<file path="src/rtl/seg_display_driver.sv">
// Multi-digit seven-segment driver: sequential binary-to-BCD (double dabble) or hex split,
// with leading-zero blanking, overflow dashes, per-digit blinking and a registered HEX stage.
module seg_display_driver #(
    parameter int WIDTH      = 10,
    parameter int NUM_DIGITS = 4,
    parameter int BLINK_DIV  = 25_000_000
) (
    input  logic                    clk,
    input  logic                    reset,
    input  logic                    load,
    input  logic [WIDTH-1:0]        value,
    input  logic                    hex_mode,
    input  logic                    blank_lz,
    input  logic [NUM_DIGITS-1:0]   blink_en,
    output logic                    busy,
    output logic                    done,
    output logic                    overflow,
    output logic [7*NUM_DIGITS-1:0] HEX
);

    localparam int DIG_W = 4 * NUM_DIGITS;
    localparam int ACC_W = DIG_W + 4;
    localparam int CNT_W = (WIDTH > 1) ? $clog2(WIDTH) : 1;
    localparam int BLK_W = (BLINK_DIV > 1) ? $clog2(BLINK_DIV) : 1;
    localparam logic [6:0] SEG_DASH  = 7'b0111111;
    localparam logic [6:0] SEG_BLANK = 7'b1111111;

    typedef enum logic [1:0] {
        S_IDLE,
        S_SHIFT,
        S_DONE
    } state_t;

    function automatic logic [6:0] seg_lut(input logic [3:0] nib);
        logic [6:0] s;
        case (nib)
            4'h0:    s = 7'b1000000;
            4'h1:    s = 7'b1111001;
            4'h2:    s = 7'b0100100;
            4'h3:    s = 7'b0110000;
            4'h4:    s = 7'b0011001;
            4'h5:    s = 7'b0010010;
            4'h6:    s = 7'b0000010;
            4'h7:    s = 7'b1111000;
            4'h8:    s = 7'b0000000;
            4'h9:    s = 7'b0010000;
            4'hA:    s = 7'b0001000;
            4'hB:    s = 7'b0000011;
            4'hC:    s = 7'b1000110;
            4'hD:    s = 7'b0100001;
            4'hE:    s = 7'b0000110;
            default: s = 7'b0001110;
        endcase
        return s;
    endfunction

    state_t                  state_q, state_d;
    logic [WIDTH-1:0]        shift_q, shift_d;
    logic [ACC_W-1:0]        acc_q, acc_d;
    logic [CNT_W-1:0]        cnt_q, cnt_d;
    logic                    sticky_q, sticky_d;
    logic [DIG_W-1:0]        digit_q, digit_d;
    logic                    valid_q, valid_d;
    logic                    ovf_q, ovf_d;
    logic [BLK_W-1:0]        blink_cnt_q;
    logic                    phase_q;
    logic [7*NUM_DIGITS-1:0] hex_q, hex_d;

    logic [ACC_W-1:0]        adj;
    logic [ACC_W-1:0]        acc_shift;
    logic                    guard_prev;
    logic                    guard_new;
    logic                    dec_ovf;
    logic [DIG_W-1:0]        hex_digits;
    logic                    hex_ovf;

    // Add-3 correction on every nibble, guard nibble included.
    for (genvar gi = 0; gi <= NUM_DIGITS; gi++) begin : g_adj
        assign adj[4*gi +: 4] = (acc_q[4*gi +: 4] >= 4'd5) ? acc_q[4*gi +: 4] + 4'd3
                                                          : acc_q[4*gi +: 4];
    end

    assign acc_shift  = {adj[ACC_W-2:0], shift_q[WIDTH-1]};
    assign guard_prev = (acc_q[ACC_W-1 -: 4] != 4'd0);
    assign guard_new  = (acc_shift[ACC_W-1 -: 4] != 4'd0);
    // A nonzero guard at any step already implies overflow; the sticky bit keeps it
    // even if later guard bits are shifted out of the accumulator.
    assign dec_ovf    = sticky_q | guard_prev | adj[ACC_W-1] | guard_new;

    if (WIDTH > DIG_W) begin : g_hex_wide
        assign hex_digits = value[DIG_W-1:0];
        assign hex_ovf    = |value[WIDTH-1:DIG_W];
    end else if (WIDTH == DIG_W) begin : g_hex_equal
        assign hex_digits = value;
        assign hex_ovf    = 1'b0;
    end else begin : g_hex_narrow
        assign hex_digits = {{(DIG_W-WIDTH){1'b0}}, value};
        assign hex_ovf    = 1'b0;
    end

    always_comb begin
        state_d  = state_q;
        shift_d  = shift_q;
        acc_d    = acc_q;
        cnt_d    = cnt_q;
        sticky_d = sticky_q;
        digit_d  = digit_q;
        valid_d  = valid_q;
        ovf_d    = ovf_q;
        case (state_q)
            S_IDLE: begin
                if (load) begin
                    if (hex_mode) begin
                        digit_d = hex_digits;
                        ovf_d   = hex_ovf;
                        valid_d = 1'b1;
                        state_d = S_DONE;
                    end else begin
                        shift_d  = value;
                        acc_d    = '0;
                        cnt_d    = '0;
                        sticky_d = 1'b0;
                        state_d  = S_SHIFT;
                    end
                end
            end
            S_SHIFT: begin
                acc_d    = acc_shift;
                shift_d  = shift_q << 1;
                sticky_d = sticky_q | guard_prev | adj[ACC_W-1];
                cnt_d    = cnt_q + 1'b1;
                if (cnt_q == CNT_W'(WIDTH - 1)) begin
                    digit_d = acc_shift[DIG_W-1:0];
                    ovf_d   = dec_ovf;
                    valid_d = 1'b1;
                    state_d = S_DONE;
                end
            end
            S_DONE: begin
                state_d = S_IDLE;
            end
            default: begin
                state_d = S_IDLE;
            end
        endcase
    end

    always_ff @(posedge clk) begin
        if (reset) begin
            state_q  <= S_IDLE;
            shift_q  <= '0;
            acc_q    <= '0;
            cnt_q    <= '0;
            sticky_q <= 1'b0;
            digit_q  <= '0;
            valid_q  <= 1'b0;
            ovf_q    <= 1'b0;
        end else begin
            state_q  <= state_d;
            shift_q  <= shift_d;
            acc_q    <= acc_d;
            cnt_q    <= cnt_d;
            sticky_q <= sticky_d;
            digit_q  <= digit_d;
            valid_q  <= valid_d;
            ovf_q    <= ovf_d;
        end
    end

    always_ff @(posedge clk) begin
        if (reset) begin
            blink_cnt_q <= '0;
            phase_q     <= 1'b0;
        end else if (blink_cnt_q == BLK_W'(BLINK_DIV - 1)) begin
            blink_cnt_q <= '0;
            phase_q     <= ~phase_q;
        end else begin
            blink_cnt_q <= blink_cnt_q + 1'b1;
        end
    end

    // Built from the next digit register so HEX changes on the same edge as done.
    for (genvar gi = 0; gi < NUM_DIGITS; gi++) begin : g_digit
        logic       lz;
        logic       blank;
        logic [6:0] seg;
        if (gi == 0) begin : g_lsd
            assign lz = 1'b0;
        end else begin : g_upper
            assign lz = (digit_d[DIG_W-1:4*gi] == '0);
        end
        assign blank = ~valid_d | (~ovf_d & blank_lz & lz) | (phase_q & blink_en[gi]);
        assign seg   = ovf_d ? SEG_DASH : seg_lut(digit_d[4*gi +: 4]);
        assign hex_d[7*gi +: 7] = blank ? SEG_BLANK : seg;
    end

    always_ff @(posedge clk) begin
        if (reset) begin
            hex_q <= '1;
        end else begin
            hex_q <= hex_d;
        end
    end

    assign busy     = (state_q == S_SHIFT);
    assign done     = (state_q == S_DONE);
    assign overflow = ovf_q;
    assign HEX      = hex_q;

endmodule

</file>
<file path="config.mk">
export PLATFORM = sky130hd
export DESIGN_NAME = seg_display_driver
export DESIGN_NICKNAME = d
export VERILOG_FILES = /design/src/rtl/seg_display_driver.sv
export SDC_FILE = /design/constraint.sdc
export NUM_CORES = 1
export LEC_CHECK = 0
export BUFFER_PORTS_ARGS = -buffer_cell sky130_fd_sc_hd__buf_2
export CORE_MARGIN = 10
export CORE_UTILIZATION = 41
export DETAILED_ROUTE_END_ITERATION = 10
export PLACE_DENSITY = 0.64
export SYNTH_ARGS = -nofsm -noshare
export SYNTH_HDL_FRONTEND = slang
export SYNTH_SLANG_ARGS = --single-unit
</file>
<file path="constraint.sdc">
create_clock -name clk -period 2.7 [get_ports clk]
set_input_delay 0.27 -clock clk [delete_from_list [all_inputs] [get_ports clk]]
set_output_delay 0.27 -clock clk [all_outputs]
set_load 0.05 [all_outputs]
</file>
==> results.md <==
* Outcome: complete, no violations
* P_leak at 0.002725 uW
* Hold EP: HEX[27]$_SDFF_PP1_
* Async SR Flop Fraction at 0%
* Share of the synthesized area in the top cell type at 37.87%
* Overflow after GRT at 0
* Pins Over Slew Limit at 0
* Worst Setup SP: acc_q[9]$_SDFFE_PP0P_
* Clock Path Buffers at 2
* Initial antenna violation count at 0
* Switching Power at 1166 uW
* Final Skew at 0.008825 ns
* Count of cell types in the netlist at 78
* 1st-pass router iterations at 5
* Crit start category: flop
* Die ar. at 19190 um^2
* Total area of sequential cells at 2202 um^2
* Post-synth EDFFs at 0
* Cells after DPL at 912
* Final std cells w/o fill at 933
* CTS tree: built
* Layout Nets at 802
* Area occupied by multi-input gates at 3496 um^2
* FF-to-FF setup slack at 0.07 ns
* Cells after Synth at 671
* Final period util at 97.47%
* Root Driver: clkbuf_16
* Max Used Layer: met4
* Post-synthesis register bit count at 109
* Synthesized area at 5762 um^2
* Met2 Wirelength at 7106 um
* Via count at 5143
* Final setup violation count at 0
* Setup Crit Path Kind: reg -> reg
* CP Data Required Time at 2.94 ns
* Mapped Nets at 725
* Hold Path Class: in -> reg
* Avg Cell Area, Syn at 8.587 um^2
* Core Region at 13830 um^2
* Final worst slack at 0.06835 ns
* Clk sink count at 109
* # port buffers at 49
* M1 WL at 6846 um
* Clock Latency Late Sink at 0.36 ns
* Minimum clock period at 2.632 ns
* Reg2reg end: HEX[20]$_SDFF_PP1_
* Reg power frac at 45.6%
* Max-slew headroom at 25.94%
* Switching Share at 31.08%
* Initial Util at 41.67%
* First-pass GRT wire length at 24300 um
* H-tree depth at 3
* Filler instances at 1292
* Most common cell after layout, fill and taps aside: dfxtp_1
* Detailed placement HPWL at 10880 um
* Vias in the first global route at 4918
* Cts hold-fix bufs at 0
* Total wire length at 14910 um
* Int Power at 2587 uW
* Clock Power Share at 36.0%
* Share of layout cells above drive strength 1 at 24.70%
* Crit-path max cell delay at 0.34 ns
* Worst path cell trace: inv_2 -> ha_2 -> nand2b_4 -> a21oi_4 -> xnor2_2 -> a22o_1 -> a221oi_4 -> buf_6 -> inv_4 -> ha_4 -> mux2_4 -> and2_4 -> a211oi_2 -> o21ai_1
* CTS Buf Count at 9
* Hold Fails Final Rpt at 0
* Worst hold path cell count at 3
* Overall Global Routing Usage at 14.95%
* Slew @ Worst Pin at 1.107 ns
* Logic pwr share at 18.4%
* Crit Path Max Fanout at 4
* Num ports at 50
* Yosys synthesis warning count at 0
* Fmax at 0.3800 GHz
* Die H at 138.5 um
* Post-Place Worst Slack at 0.004804 ns
* Cell Pwr Density at 540.2 nW/um^2
* CP Capture Type: flop
* Maximum capacitance violations at 0
* Routed len/inst at 15.98 um
* DRC Markers at 0
* Top cells by area, synth: dfxtp_1 38%, ha_1 7.6%, nor2_1 5.9%, nand2_1 4.7%, a21oi_1 4.5%
* Slowest-stage cell, CP: dfxtp_2
* Row count at 43
* Launch point of the worst reg-to-reg path: acc_q[9]$_SDFFE_PP0P_
* Worst Reg2Reg Path Length in Cells at 14
* N_diodes at 0
* Reg clk slew, reported paths at 0.08 ns
* Leading area contributor after synthesis: dfxtp_1
* WL met3 at 610 um
* Largest net degree at the start of global routing at 58
* Seq/Total Area, Yosys at 37.87%
* Hold_sp: blink_en[3]
* Most frequent cells in the layout: 99 x dfxtp_1, 90 x nor2_1, 71 x nand2_1, 49 x buf_2, 47 x a21oi_1
* Routability cong. at 0.8768
* Area Overhead vs Synth at 20.59%
* Antenna Violating Nets Remaining at 0
* Via density per instance at 5.512
* Crit path DAT at 2.87 ns
* Ys flop type: dfxtp_1
* DRT iter0 DRCs at 339
* Die X-Extent at 138.5 um
* Maximum resistive drop on vdd at 0.2823 mV
kinds of logic after synthesis:
| logic type | after synthesis | synth area share, % |
|---|---|---|
| and+or+nand+nor | 266 | 22.61 |
| AOI/OAI and AO/OA | 153 | 19.09 |
| DFF | 109 | 37.87 |
| buffers and inverters | 59 | 4.495 |
| adders and majority gates | 35 | 7.600 |
| xor gates and xnor gates | 30 | 4.560 |
| muxes | 19 | 3.779 |
worst max-delay path: cells and delay by family (launching register included):
family	cells	cell delay (ns)
AND/OR/NAND/NOR	2	0.31
buffers and inverters	3	0.24
adder cells (fa/ha/maj)	2	0.32
multiplexers	1	0.25
XOR/XNOR	1	0.09
AO/OA/AOI/OAI	5	0.95
flip-flops	1	0.34
repair_timing:
action | 4_1_cts | 5_1_grt
pin swaps | 0 | 17
endpoints found under the hold margin | 0 | 0
buffers inserted | 0 | 5
gates resized for setup | 1 | 41
setup endpoints to repair | 4 | 16
flip-flops by register name, summed over array words and instances (netlist names), 2 cells and up:
signal	cells
state_q	2
digit_q	16
HEX	28
cnt_q	4
shift_q	10
blink_cnt_q	25
acc_q	20
area by class of cell:
type	count	area share [%]
Multi-Input combinational cell	503	50.32
Sequential cell	109	31.69
Timing Repair Buffer	97	8.824
Clock buffer	10	3.440
Tap cell	180	3.241
Inverter	28	1.621
Clock inverter	6	0.8644
synth_stat cells, types with 10 or more instances:
library cell and instances:
nor3_1 10, nor2_1 91, nand2b_1 13, nand3_1 34
a21oi_1 52, nand2_1 72, ha_1 35, clkbuf_1 21
xnor2_1 14, inv_1 25, xor2_1 16, o21ai_0 22
dfxtp_1 109
worst max-delay path by stage:
| stage | cells past startpoint | slack, ns | end |
|---|---|---|---|
| global route | 13 | -0.04 | HEX[7]$_SDFF_PP1_ |
| finish | 14 | 0.07 | HEX[20]$_SDFF_PP1_ |
| global placement | 11 | 0.08 | HEX[11]$_SDFF_PP1_ |
| CTS | 13 | 0.01 | HEX[20]$_SDFF_PP1_ |
| detailed placement | 11 | 0.005 | HEX[8]$_SDFF_PP1_ |
| floorplan | 11 | -0.08 | HEX[3]$_SDFF_PP1_ |
per-stage QoR:
stage | total power (uW) | area (um^2) | hold WS [ns] | util, % | setup TNS (ns)
after floorplan | 2217 | 5829 | 0.3910 | - | -0.1080
after global placement | 2411 | 6474 | 0.4299 | 46.82 | 0
after detailed placement | 2418 | 6474 | 0.4473 | 46.82 | 0
after CTS | 3762 | 6774 | 0.1644 | 48.99 | 0
after global routing | 3909 | 6948 | 0.1949 | 50.25 | -0.1307
final | 3753 | 6948 | 0.1684 | 50.25 | 0
per-layer routing:
layer / global-route usage (%) / up-vias
met2: 24.30 / 126
met5: 0 / -
li1: - / 2519
met1: 18.89 / 2477
met3: 2.603 / 21
met4: 6.715 / 0
power by group through the flow:
stage               sequential (uW)  combinational [uW]  clock, uW
finish                         1710                 692       1350
global route                   1720                 749       1440
CTS                            1710                 672       1380
detailed placement             1750                 669          0
global placement               1750                 663          0
floorplan                      1890                 331          0
(Power assumes the default switching activity.)
